`src/rtl/seg7_display.sv`:
```
// N-digit 7-segment controller: hex or double-dabble decimal display with
// overflow dashes, leading-zero suppression, per-digit blank and blink.
module seg7_display #(
  parameter int DIGITS     = 6,
  parameter int BLINK_DIV  = 12500000,
  parameter int ACTIVE_LOW = 1
) (
  input  logic                  CLOCK_50,
  input  logic                  RESET_N,
  input  logic [4*DIGITS-1:0]   value,
  input  logic                  mode,
  input  logic                  lzs,
  input  logic                  load,
  input  logic [DIGITS-1:0]     blank,
  input  logic [DIGITS-1:0]     blink,
  output logic [7*DIGITS-1:0]   hex,
  output logic                  busy,
  output logic                  overflow
);

  localparam int W   = 4 * DIGITS;
  localparam int CW  = $clog2(W);
  localparam int BCW = (BLINK_DIV > 1) ? $clog2(BLINK_DIV) : 1;

  // Digit symbol codes: 0..15 are glyphs, then blank and dash.
  localparam logic [4:0] CODE_BLANK = 5'd16;
  localparam logic [4:0] CODE_DASH  = 5'd17;
  localparam logic [6:0] SEG_OFF    = (ACTIVE_LOW != 0) ? 7'b1111111 : 7'b0000000;

  typedef enum logic [1:0] {
    ST_IDLE,
    ST_CONV,
    ST_DONE
  } state_t;

  state_t            state_reg, state_next;
  logic [CW-1:0]     iter_reg, iter_next;
  logic [W-1:0]      shift_reg, shift_next;
  logic [W-1:0]      bcd_reg, bcd_next;
  logic              ovf_reg, ovf_next;
  logic              lzs_reg, lzs_next;
  logic              hex_pend_reg, hex_pend_next;
  logic              commit_dec;
  logic [4:0]        digit_reg [DIGITS];
  logic [4:0]        digit_next [DIGITS];
  logic              overflow_reg, overflow_next;
  logic [BCW-1:0]    blink_cnt_reg, blink_cnt_next;
  logic              phase_reg, phase_next;
  logic [7*DIGITS-1:0] hex_reg, hex_next;
  logic [W-1:0]      bcd_adj;
  logic [DIGITS-1:0] suppress;

  function automatic logic [6:0] glyph(input logic [4:0] code);
    logic [6:0] g;
    case (code)
      5'd0:    g = 7'b1000000;
      5'd1:    g = 7'b1111001;
      5'd2:    g = 7'b0100100;
      5'd3:    g = 7'b0110000;
      5'd4:    g = 7'b0011001;
      5'd5:    g = 7'b0010010;
      5'd6:    g = 7'b0000010;
      5'd7:    g = 7'b1111000;
      5'd8:    g = 7'b0000000;
      5'd9:    g = 7'b0010000;
      5'd10:   g = 7'b0001000;
      5'd11:   g = 7'b0000011;
      5'd12:   g = 7'b1000110;
      5'd13:   g = 7'b0100001;
      5'd14:   g = 7'b0000110;
      5'd15:   g = 7'b0001110;
      5'd17:   g = 7'b0111111;
      default: g = 7'b1111111;
    endcase
    return (ACTIVE_LOW != 0) ? g : ~g;
  endfunction

  // Add-3 correction applied to every BCD nibble before each shift.
  for (genvar gi = 0; gi < DIGITS; gi++) begin : g_adj
    assign bcd_adj[4*gi +: 4] = (bcd_reg[4*gi +: 4] >= 4'd5) ?
                                bcd_reg[4*gi +: 4] + 4'd3 : bcd_reg[4*gi +: 4];
  end

  always_comb begin
    state_next    = state_reg;
    iter_next     = iter_reg;
    shift_next    = shift_reg;
    bcd_next      = bcd_reg;
    ovf_next      = ovf_reg;
    lzs_next      = lzs_reg;
    hex_pend_next = 1'b0;
    commit_dec    = 1'b0;
    case (state_reg)
      ST_IDLE: begin
        if (load) begin
          shift_next = value;
          lzs_next   = lzs;
          if (mode) begin
            state_next = ST_CONV;
            bcd_next   = '0;
            ovf_next   = 1'b0;
            iter_next  = '0;
          end else begin
            hex_pend_next = 1'b1;
          end
        end
      end
      ST_CONV: begin
        shift_next = {shift_reg[W-2:0], 1'b0};
        bcd_next   = {bcd_adj[W-2:0], shift_reg[W-1]};
        ovf_next   = ovf_reg | bcd_adj[W-1];
        iter_next  = iter_reg + CW'(1);
        if (iter_reg == CW'(W - 1)) begin
          state_next = ST_DONE;
        end
      end
      ST_DONE: begin
        commit_dec = 1'b1;
        state_next = ST_IDLE;
      end
      default: state_next = ST_IDLE;
    endcase
  end

  // Leading-zero mask scanned from the top digit down; digit 0 always shows.
  always_comb begin
    logic seen;
    seen     = 1'b0;
    suppress = '0;
    for (int i = DIGITS - 1; i >= 0; i--) begin
      suppress[i] = lzs_reg && !seen && (bcd_reg[4*i +: 4] == 4'd0) && (i != 0);
      seen        = seen | (bcd_reg[4*i +: 4] != 4'd0);
    end
  end

  always_comb begin
    digit_next    = digit_reg;
    overflow_next = overflow_reg;
    if (hex_pend_reg) begin
      overflow_next = 1'b0;
      for (int i = 0; i < DIGITS; i++) begin
        digit_next[i] = {1'b0, shift_reg[4*i +: 4]};
      end
    end else if (commit_dec) begin
      overflow_next = ovf_reg;
      for (int i = 0; i < DIGITS; i++) begin
        if (ovf_reg) begin
          digit_next[i] = CODE_DASH;
        end else if (suppress[i]) begin
          digit_next[i] = CODE_BLANK;
        end else begin
          digit_next[i] = {1'b0, bcd_reg[4*i +: 4]};
        end
      end
    end
  end

  always_comb begin
    blink_cnt_next = blink_cnt_reg + BCW'(1);
    phase_next     = phase_reg;
    if (blink_cnt_reg == BCW'(BLINK_DIV - 1)) begin
      blink_cnt_next = '0;
      phase_next     = ~phase_reg;
    end
  end

  for (genvar gi = 0; gi < DIGITS; gi++) begin : g_out
    assign hex_next[7*gi +: 7] =
      (blank[gi] || (blink[gi] && phase_reg) || (digit_reg[gi] == CODE_BLANK)) ?
      SEG_OFF : glyph(digit_reg[gi]);
  end

  always_ff @(posedge CLOCK_50 or negedge RESET_N) begin
    if (!RESET_N) begin
      state_reg     <= ST_IDLE;
      iter_reg      <= '0;
      shift_reg     <= '0;
      bcd_reg       <= '0;
      ovf_reg       <= 1'b0;
      lzs_reg       <= 1'b0;
      hex_pend_reg  <= 1'b0;
      for (int i = 0; i < DIGITS; i++) begin
        digit_reg[i] <= CODE_BLANK;
      end
      overflow_reg  <= 1'b0;
      blink_cnt_reg <= '0;
      phase_reg     <= 1'b0;
      hex_reg       <= {DIGITS{SEG_OFF}};
    end else begin
      state_reg     <= state_next;
      iter_reg      <= iter_next;
      shift_reg     <= shift_next;
      bcd_reg       <= bcd_next;
      ovf_reg       <= ovf_next;
      lzs_reg       <= lzs_next;
      hex_pend_reg  <= hex_pend_next;
      digit_reg     <= digit_next;
      overflow_reg  <= overflow_next;
      blink_cnt_reg <= blink_cnt_next;
      phase_reg     <= phase_next;
      hex_reg       <= hex_next;
    end
  end

  assign hex      = hex_reg;
  assign busy     = (state_reg != ST_IDLE);
  assign overflow = overflow_reg;

endmodule

```
`config.mk`:
```
export PLATFORM = sky130hd
export DESIGN_NAME = seg7_display
export DESIGN_NICKNAME = d
export VERILOG_FILES = /design/src/rtl/seg7_display.sv
export SDC_FILE = /design/constraint.sdc
export NUM_CORES = 1
export LEC_CHECK = 0
export CAP_MARGIN = 20
export CORE_ASPECT_RATIO = 1.25
export CORE_MARGIN = 8
export CORE_UTILIZATION = 55
export CTS_BUF_LIST = sky130_fd_sc_hd__clkbuf_2 sky130_fd_sc_hd__clkbuf_4 sky130_fd_sc_hd__clkbuf_8
export DETAILED_ROUTE_END_ITERATION = 16
export PLACE_DENSITY_LB_ADDON = 0.25
export SYNTH_ARGS = -nofsm -noshare
export SYNTH_HDL_FRONTEND = slang
export SYNTH_SLANG_ARGS = --single-unit
```
`constraint.sdc`:
```
create_clock -name CLOCK_50 -period 2.2 [get_ports CLOCK_50]
set_clock_uncertainty 0.2 [all_clocks]
set_input_delay 0.66 -clock CLOCK_50 [delete_from_list [all_inputs] [get_ports CLOCK_50]]
set_output_delay 0.66 -clock CLOCK_50 [all_outputs]
set_load 0.01 [all_outputs]
```
==> results of run 1 <==
==> power groups by stage <==
stage | Clock (mW) | Combinational [mW] | Sequential [mW]
floorplan | 0 | 3.67 | 5.13
global placement | 0 | 5.32 | 5.34
detailed placement | 0 | 5.46 | 5.38
CTS | 2.06 | 5.24 | 5.32
global route | 2.18 | 5.83 | 5.51
finish | 2.01 | 5.18 | 5.32
==> area by class of cell <==
cell class                 instances  area, um^2  area share
clock buffer                      24       305.3     0.03073
clock inverter                     8       66.31    0.006674
inverter                          38       142.6     0.01436
multi-input combinational        630        4139      0.4166
sequential                       156        3964      0.3989
tap                              182       227.7     0.02292
timing repair buffer             118        1091      0.1098
==> worst min-delay path by stage <==
stage / endpoint / cells after the start / slack [ns]
after floorplan: bcd_reg[0]$_DFFE_PN0P_ / 0 / 0.16
after global placement: blink_cnt_reg[0]$_DFF_PN0_ / 1 / 0.27
after detailed placement: blink_cnt_reg[0]$_DFF_PN0_ / 1 / 0.28
after CTS: blink_cnt_reg[0]$_DFF_PN0_ / 1 / 0.29
after global routing: blink_cnt_reg[0]$_DFF_PN0_ / 1 / 0.32
final: blink_cnt_reg[0]$_DFF_PN0_ / 1 / 0.29
==> cell families after synthesis <==
logic type	count (synthesis)	share of synthesized area
compound gates	227	0.1653
xor+xnor	28	0.02913
fa+ha+maj	51	0.07579
buf+inv	82	0.03864
flops	156	0.4708
mux	32	0.04116
simple gates	292	0.1792
==> placed cells by master, fill, tap and decap left out, types with 12 or more instances in the layout <==
cell / instances
nor3_1: 12
nor3b_1: 17
o211ai_1: 39
nor2_1: 48
a21oi_1: 53
buf_4: 29
dfrtp_1: 108
nand2_1: 110
clkdlybuf4s50_1: 39
nand3_1: 20
xor2_1: 14
nand2b_1: 23
xnor2_1: 14
o21ai_0: 76
mux2i_1: 29
dlygate4sd2_1: 43
clkbuf_8: 20
inv_1: 38
ha_1: 51
nor2b_1: 13
dfstp_2: 48
==> per-layer routing <==
layer	routed length (um)	up-vias	GRT usage
met2	9107	115	0.3227
met4	258	0	0.06644
met1	8042	3144	0.2406
met3	639	23	0.03681
li1	-	3245	-
met5	0	-	0
==> stage by stage <==
stage | total power, mW | hold slack, ns | cells | utilization
2_1_floorplan | 8.798 | 0.1644 | 868 | -
3_3_place_gp | 10.66 | 0.2740 | 1123 | 0.6428
3_5_place_dp | 10.84 | 0.2815 | 1123 | 0.6428
4_1_cts | 12.61 | 0.2927 | 1156 | 0.6649
5_1_grt | 13.51 | 0.3176 | 1156 | 0.6645
6_report | 12.50 | 0.2894 | 1156 | 0.6645
==> repair_timing <==
item                                   CTS  global route
buffers inserted                         0             0
gates cloned                             0             0
setup endpoints to repair               44             1
resized for setup                       46             1
pin swaps                                1             1
hold buffers                             1             0
endpoints found under the hold margin   36             0
==> metrics.txt, run 1 <==
worst hold path class flip-flop to flip-flop; top-count cell post-synth nand2_1; DR vias/cell 5.646; CTS tree built; DRC 0; Max Cap Violations 0; clock buffer depth 2; CP required 1.34 ns; Slew Limit Fails 0; initial antenna violation count 0; Total GRT Usage 0.1914; WP buf/inv 1; antenna viol nets, final 0; starting DRC count in detailed routing 472; r2r setup slk 0.15 ns; P_leak 4.151 nW; CTS buffer count 17; Syn Std Cell Area 8419 um^2; antenna diode count 0; I/O pin cnt 85; Sw Share 0.3866; hold path start blink_cnt_reg[0]$_DFF_PN0_; final setup fails 0; Synth area leaders dfrtp_1 32%, dfstp_2 15%, ha_1 7.6%; Syn Nets 960; cell family with the largest share of critical-path delay flip-flops; vias in the first global route 6359; drt total wl 18050 um; Peak Freq 473.8 MHz; sequential power share 0.425; layout cells sized above 1 0.1407; H-tree levels 4; synth unique cells 53; number of enable flip-flop cells after synthesis 0; Critical path destination hex[41]; P per Cell Area 1258 nW/um^2; sequential share of the synthesized area 0.4708; pin count of the biggest net entering global routing 47; Cell Chain, Critical Path dlygate4sd2_1; Slew @ Worst Pin 0.4953 ns; Die ar. 19550 um^2; area leader, netlist dfrtp_1; area grow syn2layout 18.01%; CP max stage cell dfstp_2; CTS root buffer clkbuf_8; R2R cell count 7; Fillers 1243; first-pass GRT wire length 30730 um; reg2reg start bcd_reg[12]$_DFFE_PN0P_; Syn Area/Cell 9.700 um^2; Clock power frac 0.161; ys flop type dfrtp_1; critical path type flip-flop to primary output; Int Power 7.670 mW; Worst EP arrival 1.25 ns; gpl congestion 0.8863; dpl hpwl 13270 um; Clk Latency, worst-skew pair 0.45 ns; Crit. End Element primary output; Row Count 50; final critical-path required period 2.110 ns; crit start category flip-flop; setup_tns 0 ns; Async SR Flop Fraction 1.000; RSZ-0062 raised after global routing no; DR pass1 iterations 5; fin area 9936 um^2; worst stage delay on the critical path 0.52 ns; top cells by count, synth 110 x nand2_1, 108 x dfrtp_1, 76 x o21ai_0; wire per inst 15.61 um; NetSw 4.834 mW; Hold Vio Cnt, Final 0; Starting Density 0.5631; Clock Sinks 156; RR Endpoint digit_reg[20]$_DFFE_PN0P_; final global-route overflow total 0; crit path from hex[41]$_DFF_PN1_; worst slack, placed -0.08979 ns; Synth top area share 0.3210; Largest register FFs 42; Placement Cell Area 9610 um^2; Gate power share 0.414; final setup margin 0.08960 ns; Max Fanout on Critical Path 1; Seq cells post-synth 156; fraction of the cycle the final worst path needs 0.9593; Die X 126.7 um; Worst path depth 1; Mapped Cells 868; Synthesis Warnings 0; Slew headroom 0.6698; Core Box Area 14950 um^2; VDD IR max 0.9949 mV; Die Span Y 154.3 um; Port Buffers 84; NumNets Final 1053; Reg clk slew, reported paths 0.07 ns; status finished, final reports clean; Vias 6527
Note: power is estimated with default switching activity, not from simulation.
==> run 2, diff against run 1 <==
Settings changed: CORE_MARGIN 8 to unset.
==> run 2 against run 1 <==
Sequential share of layout area is 0.21 points lower. Cell count is 0.26% higher. Register-to-register slack hardly changed. Critical endpoint is now hex[28].
==> metrics.txt, run 2 (same netlist as run 1, synthesis figures left out) <==
P per Cell Area 1276 nW/um^2 (was 1258 nW/um^2); final critical-path required period 2.103 ns (was 2.110 ns); Slew Limit Fails 0 (unchanged); H-tree levels 4 (unchanged); antenna diode count 0 (unchanged); reg2reg start bcd_reg[21]$_DFFE_PN0P_ (was bcd_reg[12]$_DFFE_PN0P_); dpl hpwl 12880 um (was 13270 um); Total GRT Usage 0.2421 (was 0.1914); CTS root buffer clkbuf_8 (unchanged); wire per inst 15.27 um (was 15.61 um); initial antenna violation count 0 (unchanged); DRC 0 (unchanged); WP buf/inv 1 (unchanged); cell family with the largest share of critical-path delay flip-flops (unchanged); RSZ-0062 raised after global routing no (unchanged); pin count of the biggest net entering global routing 48 (was 47); Peak Freq 475.6 MHz (was 473.8 MHz); DR pass1 iterations 5 (unchanged); NumNets Final 1056 (was 1053); hold path start blink_cnt_reg[0]$_DFF_PN0_ (unchanged); CP max stage cell dfstp_2 (unchanged); DR vias/cell 5.737 (was 5.646); RR Endpoint digit_reg[20]$_DFFE_PN0P_ (unchanged); commonest non-fill, non-tap cell in the layout nand2_1 (unchanged); Post-Route Utilization 0.6681 (was 0.6645); Starting Density 0.5631 (unchanged); drt total wl 17700 um (was 18050 um); setup_tns 0 ns (unchanged); first-pass GRT wire length 30660 um (was 30730 um); r2r setup slk 0.15 ns (about the same); CTS buffer count 17 (unchanged); Slew headroom 0.6227 (was 0.6698); crit start category flip-flop (unchanged); Clk Latency, worst-skew pair 0.45 ns (about the same); Hold Vio Cnt, Final 0 (unchanged); Worst EP arrival 1.24 ns (was 1.25 ns); R2R cell count 7 (unchanged); Largest register FFs 42 (unchanged); area grow syn2layout 18.65% (was 18.01%); layout cells sized above 1 0.1464 (was 0.1407); Crit. End Element primary output (unchanged); Reg clk slew, reported paths 0.08 ns (was 0.07 ns); Die X 112.7 um (was 126.7 um); CP required 1.34 ns (about the same); status finished, final reports clean (unchanged); fraction of the cycle the final worst path needs 0.9557 (was 0.9593); Worst Hold Depth 1 (unchanged); final global-route overflow total 0 (unchanged); Max Cap Violations 0 (unchanged); clock buffer depth 2 (unchanged); worst hold path class flip-flop to flip-flop (unchanged); vias in the first global route 6297 (was 6359); P_leak 4.177 nW (was 4.151 nW); most frequent cells in the layout 110 x nand2_1, 108 x dfrtp_1, 76 x o21ai_0, 53 x a21oi_1, 51 x ha_1 (unchanged); gpl congestion 0.8453 (was 0.8863); starting DRC count in detailed routing 329 (was 472); Core Box Area 14950 um^2 (unchanged); Slew @ Worst Pin 0.5659 ns (was 0.4953 ns); I/O pin cnt 85 (unchanged); VDD IR max 0.8115 mV (was 0.9949 mV); antenna viol nets, final 0 (unchanged); Hold EP blink_cnt_reg[0]$_DFF_PN0_ (unchanged); Die ar. 15810 um^2 (was 19550 um^2); CTS tree built (unchanged); Die Span Y 140.3 um (was 154.3 um); worst stage delay on the critical path 0.54 ns (was 0.52 ns); final setup fails 0 (unchanged); Cell Chain, Critical Path dlygate4sd2_1 (unchanged); Max Fanout on Critical Path 1 (unchanged); Clock Sinks 156 (unchanged); Vias 6649 (was 6527); Port Buffers 84 (unchanged); Row Count 50 (unchanged); critical path type flip-flop to primary output (unchanged)
## run 2: changes by cell type in the layout (fill, tap and decap cells not counted), sizes merged
cell	change
clkbuf	+1
bufinv	+2
buf	+3
clkinvlp	+1
clkinv	-4
## run 2: power by group
part	internal (mW)	switching [mW]
clock network	1.25	1.01
registers	4.20	1.13
logic	2.43	2.72
## run 2: routing by layer
| metal | vias to the layer above | GRT usage | part of all wire |
|---|---|---|---|
| li1 | 3250 | - | - |
| met1 | 3231 | 0.3205 | 0.44 |
| met2 | 144 | 0.4032 | 0.51 |
| met3 | 24 | 0.03592 | 0.033 |
| met4 | 0 | 0.09053 | 0.017 |
| met5 | - | 0 | 0 |
## run 2: layout make-up
cell class | count | area (um^2)
Fill cell | 1242 | 4962
Tap cell | 182 | 227.7
Multi-Input combinational cell | 630 | 4145
Timing Repair Buffer | 121 | 1089
Sequential cell | 156 | 3964
Clock inverter | 7 | 115.1
Inverter | 38 | 142.6
Clock buffer | 25 | 306.5
## run 2: timing repair
action,4_1_cts,5_1_grt
hold buffers,1,0
resized for setup,45,4
pin swaps,1,1
setup endpoints to repair,44,4
buffers inserted,0,1
hold endpoints to repair,21,0
## run 2: worst max-delay path by stage
stage	from	end	slack [ns]	cells past startpoint
after floorplan	bcd_reg[20]$_DFFE_PN0P_	digit_reg[20]$_DFFE_PN0P_	0.31	7
after global placement	load	iter_reg[4]$_DFFE_PN0P_	-0.1	6
after detailed placement	load	iter_reg[4]$_DFFE_PN0P_	-0.18	6
after CTS	state_reg[0]$_DFFE_PN0P_	busy	0.002	3
after global routing	bcd_reg[20]$_DFFE_PN0P_	digit_reg[20]$_DFFE_PN0P_	0.02	7
final	hex[28]$_DFF_PN1_	hex[28]	0.1	1
## run 2: metrics by stage
stage	power, mW	cells	area (um^2)	hold slack, ns	setup slack, ns
finish	12.74	1159	9990	0.2911	0.09741
global route	13.76	1159	9990	0.3173	0.01662
CTS	12.82	1158	9980	0.2976	0.001915
detailed placement	10.80	1125	9600	0.2901	-0.1837
global placement	10.59	1125	9600	0.2726	-0.09819
floorplan	8.798	868	8419	0.1644	0.3130
## run 2: worst register-to-register path: stages, from the launching register on
cell and delay [ns]:
dfrtp_1 0.40, inv_1 0.08, ha_1 0.15, nand4bb_1 0.19, nor4b_4 0.46, nand4_1 0.20, a31oi_1 0.21, a31oi_1 0.05
==> run 3, diff against run 2 <==
Settings changed: CORE_UTILIZATION 55 to 41.
==> run 3 against run 2 <==
Critical path type unchanged. Clock power decreased by 3%. Final area up 2.0%. Cell count is 8.4% higher. Sequential cell count is the same. Sequential power is 0.8% higher. First-iteration DRC count is 14% higher.
==> metrics.txt, run 3 (same netlist as run 1, synthesis figures left out) <==
Slew Limit Fails 0 (unchanged); fin area 10190 um^2 (was 9990 um^2); Worst Hold Depth 1 (unchanged); area grow syn2layout 21.04% (was 18.65%); NumNets Final 1065 (was 1056); gpl congestion 0.8121 (was 0.8453); Worst EP arrival 1.23 ns (was 1.24 ns); Core Box Area 20100 um^2 (was 14950 um^2); pin count of the biggest net entering global routing 39 (was 48); CP required 1.34 ns (about the same); Vias 6465 (was 6649); starting DRC count in detailed routing 375 (was 329); antenna diode count 0 (unchanged); commonest non-fill, non-tap cell in the layout nand2_1 (unchanged); Hold Vio Cnt, Final 0 (unchanged); Max Cap Violations 0 (unchanged); Max Fanout on Critical Path 1 (unchanged); CTS root buffer clkbuf_8 (unchanged); Clock Sinks 156 (unchanged); Starting Density 0.4188 (was 0.5631); cell family with the largest share of critical-path delay flip-flops (unchanged); Post-Route Utilization 0.5070 (was 0.6681); VDD IR max 0.4518 mV (was 0.8115 mV); most frequent cells in the layout 110 x nand2_1, 108 x dfrtp_1, 76 x o21ai_0, 53 x a21oi_1, 51 x ha_1 (unchanged); status finished, final reports clean (unchanged); WP buf/inv 1 (unchanged); initial antenna violation count 0 (unchanged); Die X 130.2 um (was 112.7 um); P_leak 4.224 nW (was 4.177 nW); final setup fails 0 (unchanged); Row Count 58 (was 50); I/O pin cnt 85 (unchanged); Placement Cell Area 9808 um^2 (was 9600 um^2); Crit. End Element primary output (unchanged); worst stage delay on the critical path 0.53 ns (was 0.54 ns); critical path type flip-flop to primary output (unchanged); Largest register FFs 42 (unchanged); Slew @ Worst Pin 0.5174 ns (was 0.5659 ns); Port Buffers 84 (unchanged); crit start category flip-flop (unchanged); DRC 0 (unchanged); CTS buffer count 17 (unchanged); DR vias/cell 5.147 (was 5.737); Hold EP blink_cnt_reg[21]$_DFF_PN0_ (was blink_cnt_reg[0]$_DFF_PN0_); CTS tree built (unchanged); fin cells 1256 (was 1159); layout cells sized above 1 0.1531 (was 0.1464); antenna viol nets, final 0 (unchanged); drt total wl 18440 um (was 17700 um); final global-route overflow total 0 (unchanged); Peak Freq 477.6 MHz (was 475.6 MHz); wire per inst 14.68 um (was 15.27 um); RR Endpoint blink_cnt_reg[18]$_DFF_PN0_ (was digit_reg[20]$_DFFE_PN0P_); Cell Chain, Critical Path dlygate4sd2_1 (unchanged); R2R cell count 5 (was 7); dpl hpwl 13520 um (was 12880 um); vias in the first global route 6262 (was 6297); Reg clk slew, reported paths 0.08 ns (about the same); CP max stage cell dfstp_2 (unchanged); final critical-path required period 2.094 ns (was 2.103 ns); P per Cell Area 1254 nW/um^2 (was 1276 nW/um^2); DR pass1 iterations 4 (was 5); first-pass GRT wire length 31300 um (was 30660 um); worst hold path class flip-flop to flip-flop (unchanged); Total GRT Usage 0.1892 (was 0.2421); Die Span Y 162.2 um (was 140.3 um); RSZ-0062 raised after global routing no (unchanged); H-tree levels 4 (unchanged); Slew headroom 0.6550 (was 0.6227); hold path start blink_cnt_reg[21]$_DFF_PN0_ (was blink_cnt_reg[0]$_DFF_PN0_); setup_tns 0 ns (unchanged); placed instance count 1221 (was 1125); Die ar. 21120 um^2 (was 15810 um^2); fraction of the cycle the final worst path needs 0.9517 (was 0.9557); reg2reg start blink_cnt_reg[7]$_DFF_PN0_ (was bcd_reg[21]$_DFFE_PN0P_); Clk Latency, worst-skew pair 0.45 ns (about the same); clock buffer depth 2 (unchanged); r2r setup slk 0.21 ns (was 0.15 ns)
[run 3: timing repair]
action,in CTS,in global routing
hold buffers,1,0
setup endpoints to repair,44,2
pin swaps,0,1
gates resized for setup,45,3
cloned,0,0
setup buffers,1,1
endpoints found under the hold margin,17,0
[run 3: final cells by class]
class                      count  area (um^2)
multi-input combinational    630         4144
clock buffer                  25        319.1
fill                        1896         9911
tap                          270        337.8
clock inverter                 7        90.09
inverter                      38        142.6
timing repair buffer         130         1194
sequential                   156         3964
[run 3: power breakdown]
group	switching [mW]	total [mW]	leakage [nW]	internal, mW
Combinational	2.70	5.21	2.13	2.51
Clock	1.03	2.20	0.210	1.18
Sequential	1.17	5.37	1.88	4.20
[run 3: worst max-delay path by stage]
stage / from / to / slack [ns] / depth (start not counted)
5_1_grt: hex[6]$_DFF_PN1_ / hex[6] / 0.03 / 1
2_1_floorplan: bcd_reg[20]$_DFFE_PN0P_ / digit_reg[20]$_DFFE_PN0P_ / 0.31 / 7
6_report: hex[28]$_DFF_PN1_ / hex[28] / 0.11 / 1
4_1_cts: state_reg[1]$_DFFE_PN0P_ / busy / -0.005 / 3
3_3_place_gp: load / iter_reg[4]$_DFFE_PN0P_ / -0.1 / 6
3_5_place_dp: load / iter_reg[3]$_DFFE_PN0P_ / -0.14 / 6
[run 3: metal layers]
layer,GRT usage,share of wire,up-vias
met1,0.2585,0.48,3079
li1,-,-,3268
met5,0,0,-
met2,0.3032,0.48,103
met4,0.05285,0.012,0
met3,0.03755,0.029,15
[run 3: stage by stage]
stage	hold WS [ns]	total power [mW]	setup WS [ns]
global route	0.3197	13.88	0.02886
CTS	0.2977	12.88	-0.004817
floorplan	0.1644	8.798	0.3130
finish	0.2994	12.78	0.1063
detailed placement	0.2863	10.90	-0.1355
global placement	0.2724	10.78	-0.09940
